===== src/rtl/mem_access_controller_if.sv =====
// +--------------------------------------------------------------------------+
// | mem_access_controller_if : client/arbiter and memory-port bundle         |
// | Rev 1.0                                                                  |
// +--------------------------------------------------------------------------+
`default_nettype none

interface mem_access_controller_if #(
  parameter int NUM_CLIENTS = 8,
  parameter int ADDR_WIDTH  = 16,
  parameter int DATA_WIDTH  = 32
);
  logic [NUM_CLIENTS-1:0]            grants;
  logic                              hold;
  logic [NUM_CLIENTS*ADDR_WIDTH-1:0] cli_addr;
  logic [NUM_CLIENTS*DATA_WIDTH-1:0] cli_wdata;
  logic [NUM_CLIENTS-1:0]            cli_we;
  logic [NUM_CLIENTS-1:0]            cli_done;
  logic [DATA_WIDTH-1:0]             cli_rdata;
  logic                              cli_err;
  logic                              mem_req;
  logic                              mem_we;
  logic [ADDR_WIDTH-1:0]             mem_addr;
  logic [DATA_WIDTH-1:0]             mem_wdata;
  logic                              mem_ack;
  logic [DATA_WIDTH-1:0]             mem_rdata;

  modport master (
    input  grants, cli_addr, cli_wdata, cli_we, mem_ack, mem_rdata,
    output hold, cli_done, cli_rdata, cli_err, mem_req, mem_we, mem_addr, mem_wdata
  );

  modport slave (
    output grants, cli_addr, cli_wdata, cli_we, mem_ack, mem_rdata,
    input  hold, cli_done, cli_rdata, cli_err, mem_req, mem_we, mem_addr, mem_wdata
  );
endinterface

`default_nettype wire


===== src/rtl/mem_access_controller.sv =====
// +--------------------------------------------------------------------------+
// | mem_access_controller : grant-driven single-beat memory access with      |
// | watchdog abort.  Rev 1.0                                                 |
// +--------------------------------------------------------------------------+
`default_nettype none

module mem_access_controller #(
  parameter int NUM_CLIENTS    = 8,
  parameter int ADDR_WIDTH     = 16,
  parameter int DATA_WIDTH     = 32,
  parameter int TIMEOUT_CYCLES = 64
) (
  input  logic                   clk,
  input  logic                   rst_n,
  mem_access_controller_if.master bus
);

  localparam int c_idx_w = (NUM_CLIENTS > 1) ? $clog2(NUM_CLIENTS) : 1;
  localparam int c_cnt_w = (TIMEOUT_CYCLES > 0) ? $clog2(TIMEOUT_CYCLES + 1) : 1;
  localparam logic [c_cnt_w-1:0] c_cnt_last =
      c_cnt_w'((TIMEOUT_CYCLES > 0) ? TIMEOUT_CYCLES - 1 : 0);

  typedef enum logic [1:0] {
    S_IDLE = 2'd0,
    S_REQ  = 2'd1,
    S_RESP = 2'd2
  } state_t;

  state_t                  state_q, state_d;
  logic [c_idx_w-1:0]      idx_q, idx_d;
  logic [ADDR_WIDTH-1:0]   addr_q, addr_d;
  logic [DATA_WIDTH-1:0]   wdata_q, wdata_d;
  logic                    we_q, we_d;
  logic [c_cnt_w-1:0]      cnt_q, cnt_d;
  logic                    err_q, err_d;
  logic [DATA_WIDTH-1:0]   rdata_q, rdata_d;
  logic [NUM_CLIENTS-1:0]  done_q, done_d;
  logic                    hold_q, hold_d;
  logic                    req_q, req_d;
  logic [c_idx_w-1:0]      sel_idx;

  // Descending scan so the lowest set grant bit wins on a non-one-hot vector.
  always_comb begin
    sel_idx = '0;
    for (int i = NUM_CLIENTS - 1; i >= 0; i--) begin
      if (bus.grants[i]) sel_idx = c_idx_w'(i);
    end
  end

  always_comb begin
    state_d = state_q;
    idx_d   = idx_q;
    addr_d  = addr_q;
    wdata_d = wdata_q;
    we_d    = we_q;
    cnt_d   = cnt_q;
    err_d   = err_q;
    rdata_d = rdata_q;
    done_d  = '0;
    case (state_q)
      S_IDLE: begin
        if (|bus.grants) begin
          idx_d   = sel_idx;
          addr_d  = bus.cli_addr[sel_idx*ADDR_WIDTH +: ADDR_WIDTH];
          wdata_d = bus.cli_wdata[sel_idx*DATA_WIDTH +: DATA_WIDTH];
          we_d    = bus.cli_we[sel_idx];
          cnt_d   = '0;
          state_d = S_REQ;
        end
      end
      S_REQ: begin
        if (bus.mem_ack) begin
          rdata_d = bus.mem_rdata;
          err_d   = 1'b0;
          state_d = S_RESP;
        end else begin
          if (cnt_q != '1) cnt_d = cnt_q + 1'b1;
          // Counter holds the number of unacknowledged REQ cycles already spent.
          if ((TIMEOUT_CYCLES != 0) && (cnt_q == c_cnt_last)) begin
            err_d   = 1'b1;
            rdata_d = '0;
            state_d = S_RESP;
          end
        end
      end
      S_RESP:  state_d = S_IDLE;
      default: state_d = S_IDLE;
    endcase
    hold_d = (state_d != S_IDLE);
    req_d  = (state_d == S_REQ);
    if (state_d == S_RESP) done_d[idx_d] = 1'b1;
  end

  always_ff @(posedge clk or negedge rst_n) begin
    if (!rst_n) begin
      state_q <= S_IDLE;
      idx_q   <= '0;
      addr_q  <= '0;
      wdata_q <= '0;
      we_q    <= 1'b0;
      cnt_q   <= '0;
      err_q   <= 1'b0;
      rdata_q <= '0;
      done_q  <= '0;
      hold_q  <= 1'b0;
      req_q   <= 1'b0;
    end else begin
      state_q <= state_d;
      idx_q   <= idx_d;
      addr_q  <= addr_d;
      wdata_q <= wdata_d;
      we_q    <= we_d;
      cnt_q   <= cnt_d;
      err_q   <= err_d;
      rdata_q <= rdata_d;
      done_q  <= done_d;
      hold_q  <= hold_d;
      req_q   <= req_d;
    end
  end

  assign bus.hold      = hold_q;
  assign bus.mem_req   = req_q;
  assign bus.mem_we    = we_q;
  assign bus.mem_addr  = addr_q;
  assign bus.mem_wdata = wdata_q;
  assign bus.cli_done  = done_q;
  assign bus.cli_rdata = rdata_q;
  assign bus.cli_err   = err_q;

endmodule

`default_nettype wire


===== src/flat_wrapper.sv =====
// flat-port wrapper written by rule: the top's interface ports become plain ports
module mem_access_controller_flat 
#(
  parameter int NUM_CLIENTS    = 8,
  parameter int ADDR_WIDTH     = 16,
  parameter int DATA_WIDTH     = 32,
  parameter int TIMEOUT_CYCLES = 64
)
  (clk, rst_n, bus_grants, bus_cli_addr, bus_cli_wdata, bus_cli_we, bus_mem_ack, bus_mem_rdata, bus_hold, bus_cli_done, bus_cli_rdata, bus_cli_err, bus_mem_req, bus_mem_we, bus_mem_addr, bus_mem_wdata);
  mem_access_controller_if #(.NUM_CLIENTS(NUM_CLIENTS), .ADDR_WIDTH(ADDR_WIDTH), .DATA_WIDTH(DATA_WIDTH)) bus_i ();
  input  logic clk;
  input  logic rst_n;
  input wire logic [$bits(bus_i.grants)-1:0] bus_grants;
  input wire logic [$bits(bus_i.cli_addr)-1:0] bus_cli_addr;
  input wire logic [$bits(bus_i.cli_wdata)-1:0] bus_cli_wdata;
  input wire logic [$bits(bus_i.cli_we)-1:0] bus_cli_we;
  input wire logic [$bits(bus_i.mem_ack)-1:0] bus_mem_ack;
  input wire logic [$bits(bus_i.mem_rdata)-1:0] bus_mem_rdata;
  output wire logic [$bits(bus_i.hold)-1:0] bus_hold;
  output wire logic [$bits(bus_i.cli_done)-1:0] bus_cli_done;
  output wire logic [$bits(bus_i.cli_rdata)-1:0] bus_cli_rdata;
  output wire logic [$bits(bus_i.cli_err)-1:0] bus_cli_err;
  output wire logic [$bits(bus_i.mem_req)-1:0] bus_mem_req;
  output wire logic [$bits(bus_i.mem_we)-1:0] bus_mem_we;
  output wire logic [$bits(bus_i.mem_addr)-1:0] bus_mem_addr;
  output wire logic [$bits(bus_i.mem_wdata)-1:0] bus_mem_wdata;
  assign bus_i.grants = bus_grants;
  assign bus_i.cli_addr = bus_cli_addr;
  assign bus_i.cli_wdata = bus_cli_wdata;
  assign bus_i.cli_we = bus_cli_we;
  assign bus_i.mem_ack = bus_mem_ack;
  assign bus_i.mem_rdata = bus_mem_rdata;
  assign bus_hold = bus_i.hold;
  assign bus_cli_done = bus_i.cli_done;
  assign bus_cli_rdata = bus_i.cli_rdata;
  assign bus_cli_err = bus_i.cli_err;
  assign bus_mem_req = bus_i.mem_req;
  assign bus_mem_we = bus_i.mem_we;
  assign bus_mem_addr = bus_i.mem_addr;
  assign bus_mem_wdata = bus_i.mem_wdata;
  mem_access_controller #(.NUM_CLIENTS(NUM_CLIENTS), .ADDR_WIDTH(ADDR_WIDTH), .DATA_WIDTH(DATA_WIDTH), .TIMEOUT_CYCLES(TIMEOUT_CYCLES)) u_core (.clk(clk), .rst_n(rst_n), .bus(bus_i));
endmodule

===== config.mk =====
export PLATFORM = sky130hd
export DESIGN_NAME = mem_access_controller_flat
export DESIGN_NICKNAME = d
export VERILOG_FILES = /design/src/rtl/mem_access_controller_if.sv /design/src/rtl/mem_access_controller.sv /design/src/flat_wrapper.sv
export SDC_FILE = /design/constraint.sdc
export NUM_CORES = 1
export LEC_CHECK = 0
export BUFFER_PORTS_ARGS = -buffer_cell sky130_fd_sc_hd__buf_4
export CAP_MARGIN = 20
export CORE_AREA = 2 2 207 209
export CTS_BUF_LIST = sky130_fd_sc_hd__clkbuf_4 sky130_fd_sc_hd__clkbuf_8
export DETAILED_ROUTE_END_ITERATION = 8
export DIE_AREA = 0 0 209 211
export PLACE_DENSITY_LB_ADDON = 0.25
export SYNTH_ARGS = -nofsm -noshare
export SYNTH_HDL_FRONTEND = slang
export SYNTH_SLANG_ARGS = --single-unit
export TNS_END_PERCENT = 20

===== constraint.sdc =====
create_clock -name clk -period 2.5 [get_ports clk]
set_input_delay 0.25 -clock clk [delete_from_list [all_inputs] [get_ports clk]]
set_output_delay 0.25 -clock clk [all_outputs]
set_load 0.02 [all_outputs]

---- After elaboration in Yosys (flattened, before gate mapping) ----
Cells that the tools add are included.
storage, ports and cells
  logic and storage cells ................. 61
  output and inout port bits .............. 92
  input bits .............................. 435
  flip-flop bits (word level) ............. 104
operators by class
  shift-type cells ........................ 2
  equality and inequality tests ........... 8
  magnitude comparators ................... 3
  add/sub/neg operators ................... 1
  mux-type cells .......................... 27
  reductions and logical operators ........ 9
operators by type and width
  operator                                                count
  indexed part select 256 x 9 -> 32 bit                   1
  indexed part select 128 x 8 -> 16 bit                   1
  2-to-1 mux 32 bit                                       2
  2-to-1 mux 3 bit                                        10
  2-to-1 mux 7 bit                                        3
  case mux 7 bit (2 select lines)                         1
  < comparator 3 x 4 -> 1 bit (second input constant)     2
  2-to-1 mux 8 bit                                        1
  OR reduction 8 bit                                      1
  adder 7 x 1 -> 7 bit (second input constant)            1
  == test 7 x 6 -> 1 bit (second input constant)          1
  inequality test 7 bit (second input constant)           1
  2-to-1 mux 2 bit                                        3
  nonzero test 2 bit                                      3
  == test 2 x 1 -> 1 bit (second input constant)          2
  2-to-1 mux 1 bit                                        4
  inequality test 2 x 1 -> 1 bit (second input constant)  2
  case mux 2 bit (2 select lines)                         1
  AND reduction 2 bit                                     2
  AND reduction 4 bit                                     1
  binary-select mux 1 bit (select 3 bit)                  1
  demux 1 bit (select 3 bit)                              1
  >= comparator 3 x 1 -> 1 bit (second input constant)    1
  == test 2 bit (second input constant)                   1
  other kinds (3)                                         3

---- Logic depth before layout (Yosys ltp) ----
  word-level depth ........................ 15
  mapped depth ............................ 7
  gate-level depth less buffers ........... 7

---- Least setup slack after synthesis ----
OpenSTA, ideal clock, no wires.
  path type ............................... register to register
  start ................................... register u_core.cnt_q[0]
  end ..................................... register u_core.rdata_q[10] (netlist: u_core.bus.cli_rdata[10])
  slack ................................... 0.693 ns
  stages on the path, launching flop included .. 7
  data arrival time ....................... 1.686 ns
  period minus slack after synthesis ...... 1.807 ns
  path buffers ............................ 1
  cells stage by stage .................... dfrtp_1 ha_1 nand3_1 nor3_1 o21ai_1 clkbuf_1 a22o_1
between the ends
  longest elaborated chain between the ends .. 3
RTL lines
  element                               RTL line                      RTL
  start, declared                       mem_access_controller.sv:34   logic [c_cnt_w-1:0] cnt_q, cnt_d;
  start signal, assigned                mem_access_controller.sv:113  cnt_q <= cnt_d;
  == test 7 x 6 -> 1 bit                mem_access_controller.sv:79   if ((TIMEOUT_CYCLES != 0) && (cnt_q == c_cnt_last)) begin
  nonzero test 2 bit (no source line)   -
  AND reduction 2 bit (no source line)  -
  end signal, assigned                  mem_access_controller.sv:115  rdata_q <= rdata_d;
  end, declared                         mem_access_controller.sv:36   logic [DATA_WIDTH-1:0] rdata_q, rdata_d;
No other way between the ends.
A chain may end at the register's enable or synchronous reset.

---- Worst setup path after layout ----
  start ................................... register u_core.state_q[0]
  end ..................................... register u_core.wdata_q[31] (netlist: u_core.bus.mem_wdata[31])
between the ends
  longest elaborated chain between the ends .. 2
RTL lines
  element                               RTL line                      RTL
  start, declared                       mem_access_controller.sv:29   state_t state_q, state_d;
  start signal, assigned                mem_access_controller.sv:108  state_q <= state_d;
  logical NOT 2 bit                     mem_access_controller.sv:60   case (state_q)
  AND reduction 2 bit (no source line)  -
  end signal, assigned                  mem_access_controller.sv:111  wdata_q <= wdata_d;
  end, declared                         mem_access_controller.sv:32   logic [DATA_WIDTH-1:0] wdata_q, wdata_d;
No other way between the ends.

==> flow_summary.html <==
<table>
<tr><th>Metric</th><th>Value</th></tr>
<tr><th colspan="2">Run status</th></tr>
<tr><td>Status</td><td>finished clean</td></tr>
<tr><th colspan="2">Synth</th></tr>
<tr><td>Synth Area in Compound Gates</td><td>32.0%</td></tr>
<tr><td>#FFs+latches synth</td><td>~100</td></tr>
<tr><td>Share of synthesized area spent on multiplexers</td><td>0.136%</td></tr>
<tr><td>Predominant post-synthesis flop cell</td><td>sky130_fd_sc_hd__dfrtp_1</td></tr>
<tr><td>Synth async-reset ratio</td><td>100%</td></tr>
<tr><td>Mapped Area</td><td>roughly 0.0074 sq mm</td></tr>
<tr><td>Seq/Total Area, Yosys</td><td>35.4%</td></tr>
<tr><td>Syn Inst Count</td><td>828</td></tr>
<tr><td>Synthesized-area fraction occupied by and/or/nand/nor cells</td><td>25.4%</td></tr>
<tr><td>Post-synthesis xor/xnor area fraction</td><td>0.357%</td></tr>
<tr><td>Synthesized area per cell</td><td>8.88 sq um</td></tr>
<tr><td>Number of enable-type register cells in the synthesized netlist</td><td>0</td></tr>
<tr><td>Dominant combinational cell family by area after synthesis</td><td>compound AO/OA/AOI/OAI gates</td></tr>
<tr><td>Distinct cell type count of the synthesized netlist</td><td>47</td></tr>
<tr><td>Adder-Cell Fraction of Synth Area</td><td>less than 1%</td></tr>
<tr><td>Total nets after synthesis</td><td>1264</td></tr>
<tr><td>Number of warnings reported in the yosys synthesis log</td><td>0</td></tr>
<tr><th colspan="2">CTS</th></tr>
<tr><td>Number of gates resized after cts</td><td>0</td></tr>
<tr><td>Clk root buf</td><td>sky130_fd_sc_hd__clkbuf_8</td></tr>
<tr><td>Buffers inserted during post-CTS setup optimization</td><td>0</td></tr>
<tr><td>Inserted Clock Buffers</td><td>9</td></tr>
<tr><td>CTS tree</td><td>built</td></tr>
<tr><td>Number of H-tree branching levels</td><td>3</td></tr>
<tr><td>Worst-path clk slew</td><td>0.14 ns</td></tr>
<tr><td>Max Root-Sink Buffers</td><td>2</td></tr>
<tr><td>Clock latency on the worst-skew pair</td><td>0.43 ns</td></tr>
<tr><td>Total clock sinks</td><td>104</td></tr>
<tr><th colspan="2">Die</th></tr>
<tr><td>Initial Util</td><td>17.6%</td></tr>
<tr><td>Site Rows</td><td>75</td></tr>
<tr><td>Die extent in y</td><td>211 um</td></tr>
<tr><td>Area of the die</td><td>0.0441 sq mm</td></tr>
<tr><td>Placeable Area</td><td>approximately 0.042 sq mm</td></tr>
<tr><td>Overall die width</td><td>209 um</td></tr>
<tr><td># IOs</td><td>approximately 530</td></tr>
<tr><th colspan="2">Timing</th></tr>
<tr><td>Final cycle utilization of the critical path</td><td>91.1%</td></tr>
<tr><td>Tightest Pin Transition</td><td>about 0.67 ns</td></tr>
<tr><td>Number of endpoints failing setup at the final stage</td><td>0</td></tr>
<tr><td>Final clock skew</td><td>0.0120 ns</td></tr>
<tr><td>Setup Total Neg Slack</td><td>0 ns</td></tr>
<tr><td>Count of endpoints failing hold in the final timing report</td><td>0</td></tr>
<tr><td>Worst-case headroom to the max-slew limit</td><td>a little under three fifths</td></tr>
<tr><td>Final max-slew violation count</td><td>0</td></tr>
<tr><td>Highest attainable clock frequency</td><td>0.439 GHz</td></tr>
<tr><td>Crit path time final</td><td>2.28 ns</td></tr>
<tr><td>Unrepaired setup endpoints after global routing</td><td>false</td></tr>
<tr><th colspan="2">Global route</th></tr>
<tr><td>Vias in the first global route</td><td>9760</td></tr>
<tr><td>First-pass GRT wire length</td><td>63100 um</td></tr>
<tr><td>Total track usage</td><td>a little under a fifth</td></tr>
<tr><td>Maximum number of pins on one net before global-route repair</td><td>between 70 and 80</td></tr>
<tr><td>Total congestion overflow</td><td>0</td></tr>
<tr><td>Antenna violations before repair</td><td>3</td></tr>
<tr><th colspan="2">Setup path</th></tr>
<tr><td>Cell with the largest stage delay on the worst path</td><td>sky130_fd_sc_hd__o32ai_1</td></tr>
<tr><td>FF-to-FF Start</td><td>u_core.state_q[0]$_DFF_PN0_</td></tr>
<tr><td>CP required</td><td>2.82 ns</td></tr>
<tr><td>Crit Reg-Reg Endpoint</td><td>u_core.bus.mem_wdata[31]$_DFFE_PN0P_</td></tr>
<tr><td>Highest cell delay on the worst timing path</td><td>0.53 ns</td></tr>
<tr><td>Largest fanout on the critical path</td><td>35</td></tr>
<tr><td>Element type at the critical path start</td><td>register</td></tr>
<tr><td>R2R Setup Slk</td><td>between 0.2 and 0.25 ns</td></tr>
<tr><td>Worst Setup End Kind</td><td>register</td></tr>
<tr><td>Sequence of cells on the critical path</td><td>or2_2 -&gt; nor2_1 -&gt; nand3_2 -&gt; buf_12 -&gt; o32ai_1 -&gt; nor4_1</td></tr>
<tr><td>CP Data Arrival Time</td><td>2.59 ns</td></tr>
<tr><td>Crit path kind</td><td>register to register</td></tr>
<tr><td>Launch point of the critical path</td><td>u_core.state_q[0]$_DFF_PN0_</td></tr>
<tr><td>Worst reg2reg path depth</td><td>6</td></tr>
<tr><td>Critical path endpoint</td><td>u_core.bus.mem_wdata[31]$_DFFE_PN0P_</td></tr>
<tr><th colspan="2">Drt</th></tr>
<tr><td>WL final</td><td>44400 um</td></tr>
<tr><td>Routed wire per std cell</td><td>23.6 um</td></tr>
<tr><td>Post-route DRC</td><td>0</td></tr>
<tr><td>Drt via density</td><td>4.99</td></tr>
<tr><td>Via total after detailed routing</td><td>9411</td></tr>
<tr><td>Post-route ant nets</td><td>0</td></tr>
<tr><td>DRC marker count from the first detailed-route iteration</td><td>roughly 630</td></tr>
<tr><td>DRT Pass-1 Iters</td><td>5</td></tr>
<tr><th colspan="2">Hold path</th></tr>
<tr><td>Worst hold-check path type</td><td>primary input to register</td></tr>
<tr><th colspan="2">Finish</th></tr>
<tr><td>Non-Filler Instances</td><td>1886</td></tr>
<tr><td>Syn-to-layout area delta</td><td>71.8%</td></tr>
<tr><td>Number of nets at the end of the flow</td><td>1773</td></tr>
<tr><td>Register area</td><td>between 0.002 and 0.003 sq mm</td></tr>
<tr><td>Multi-input gate area in the final layout</td><td>0.00435 sq mm</td></tr>
<tr><td>Fraction of layout cells with a size suffix above 1</td><td>45.5%</td></tr>
<tr><td>Number of filler cells placed in the layout</td><td>4471</td></tr>
<tr><th colspan="2">Job</th></tr>
<tr><td># Max-Cap Violations</td><td>0</td></tr>
<tr><th colspan="2">Placement</th></tr>
<tr><td>Final HPWL DP</td><td>34300 um</td></tr>
<tr><td>Weighted congestion at the end of routability-driven global placement</td><td>0.855</td></tr>
<tr><td>Total placed cells including tap cells</td><td>1832</td></tr>
<tr><td>Port buffer count</td><td>about 530</td></tr>
<tr><th colspan="2">Power</th></tr>
<tr><td>Peak VDD IR</td><td>0.280 mV</td></tr>
<tr><td>Power per Cell Area</td><td>758 mW/mm^2</td></tr>
<tr><td>Static leakage</td><td>5.96 nW</td></tr>
</table>
[area by class of cell]
class / count / share of cell area, %
clock buffer: 9 / 0.981
inverter: 4 / 0.119
sequential: 104 / 20.6
clock inverter: 7 / 0.802
tap: 539 / 5.34
timing repair buffer: 599 / 37.6
multi-input combinational: 619 / 34.4
antenna: 5 / 0.0991
[logic make-up after synthesis]
| logic type | Yosys count |
|---|---|
| and+or+nand+nor | 312 |
| AOI/OAI and AO/OA | 302 |
| buffers and inverters | 105 |
| DFF | 104 |
| xor gates and xnor gates | 3 |
| muxes | 1 |
| adders and majority gates | 1 |
[state kept, by name, indices dropped and copies added, names as in the netlist]
| signal | count |
|---|---|
| u_core.bus.cli_rdata | 32 |
| u_core.bus.mem_wdata | 32 |
| u_core.bus.mem_addr | 16 |
| u_core.bus.cli_done | 8 |
| u_core.cnt_q | 7 |
| u_core.idx_q | 3 |
| u_core.state_q | 2 |
| u_core.bus.cli_err | 1 |
| u_core.bus.hold | 1 |
| u_core.bus.mem_req | 1 |
| u_core.bus.mem_we | 1 |
[worst min path at each step]
stage                                 from                                   to  slack, ns  cells after the start
after floorplan                      rst_n     u_core.bus.cli_done[0]$_DFF_PN0_      -0.05                      0
after global placement               rst_n            u_core.bus.hold$_DFF_PN0_       0.25                      1
after detailed placement             rst_n            u_core.bus.hold$_DFF_PN0_       0.25                      1
after CTS                 bus_cli_addr[92]  u_core.bus.mem_addr[12]$_DFFE_PN0P_        0.1                      3
after global routing      bus_cli_addr[92]  u_core.bus.mem_addr[12]$_DFFE_PN0P_       0.14                      3
final                     bus_cli_addr[92]  u_core.bus.mem_addr[12]$_DFFE_PN0P_       0.15                      3
[where the power goes]
| group | total, mW | switching [mW] | internal [mW] |
|---|---|---|---|
| Combinational | 5.40 | 2.95 | 2.45 |
| Sequential | 2.90 | 0.484 | 2.41 |
| Clock | 1.27 | 0.850 | 0.421 |
[cells in the final DEF (no fill, tap or decap), types with 9 or more instances in the layout]
master	synthesis	layout
sky130_fd_sc_hd__a21boi_1	36	36
sky130_fd_sc_hd__dlygate4sd3_1	0	33
sky130_fd_sc_hd__nand3_1	16	14
sky130_fd_sc_hd__nor3_1	9	9
sky130_fd_sc_hd__o21ai_0	15	14
sky130_fd_sc_hd__buf_4	6	552
sky130_fd_sc_hd__and3_1	186	186
sky130_fd_sc_hd__clkbuf_8	0	9
sky130_fd_sc_hd__o32ai_1	38	38
sky130_fd_sc_hd__dfrtp_1	104	104
sky130_fd_sc_hd__a211oi_1	151	151
sky130_fd_sc_hd__nor4_1	55	55
sky130_fd_sc_hd__a22o_1	32	32
sky130_fd_sc_hd__a31o_1	9	9
sky130_fd_sc_hd__nor2_1	23	22
sky130_fd_sc_hd__buf_12	0	14
[per-layer routing]
layer  GRT usage [%]  share of wire [%]
met1            24.1                 42
met2            32.7                 49
met3            3.93                6.7
met4            6.31                2.5
met5               0              0.029
[worst max-delay path: cells and delay by family, from the launching register on]
| family | cells | cell delay, ns |
|---|---|---|
| flops | 1 | 0.42 |
| simple gates | 4 | 0.96 |
| compound gates | 1 | 0.53 |
| buf+inv | 1 | 0.20 |
[timing repair]
action / CTS / global route
hold buffers: 33 / 0
endpoints found under the setup margin: 0 / 0
endpoints found under the hold margin: 62 / 0
[per-stage QoR]
stage	power [mW]	utilization [%]	hold slack, ns	worst slack (ns)	instance area [sq um]
6_report	9.57	30.2	0.146	0.223	12600
5_1_grt	10.1	30.2	0.145	0.0856	12600
4_1_cts	9.63	30.2	0.0997	0.243	12600
3_5_place_dp	8.27	28.9	0.249	0.139	12100
3_3_place_gp	8.26	28.9	0.251	0.162	12100
2_1_floorplan	5.58	-	-0.0456	0.693	7350
[cells in the mapped netlist, drive strengths merged (4+ instances only)]
library cell,count,area [sq um]
a31o,12,105
inv,4,15.0
a21boi,38,289
a211oi,151,1130
nand2,8,37.5
clkbuf,67,253
buf,34,214
nor4,55,344
nand3,16,80.1
nor3,9,45.0
o32ai,38,333
or2,4,27.5
dfrtp,104,2600
a21oi,5,25.0
and3,186,1160
o21ai,20,115
nor2,25,98.8
a22o,32,280
No activity file was read; power rests on OpenSTA's default activity.
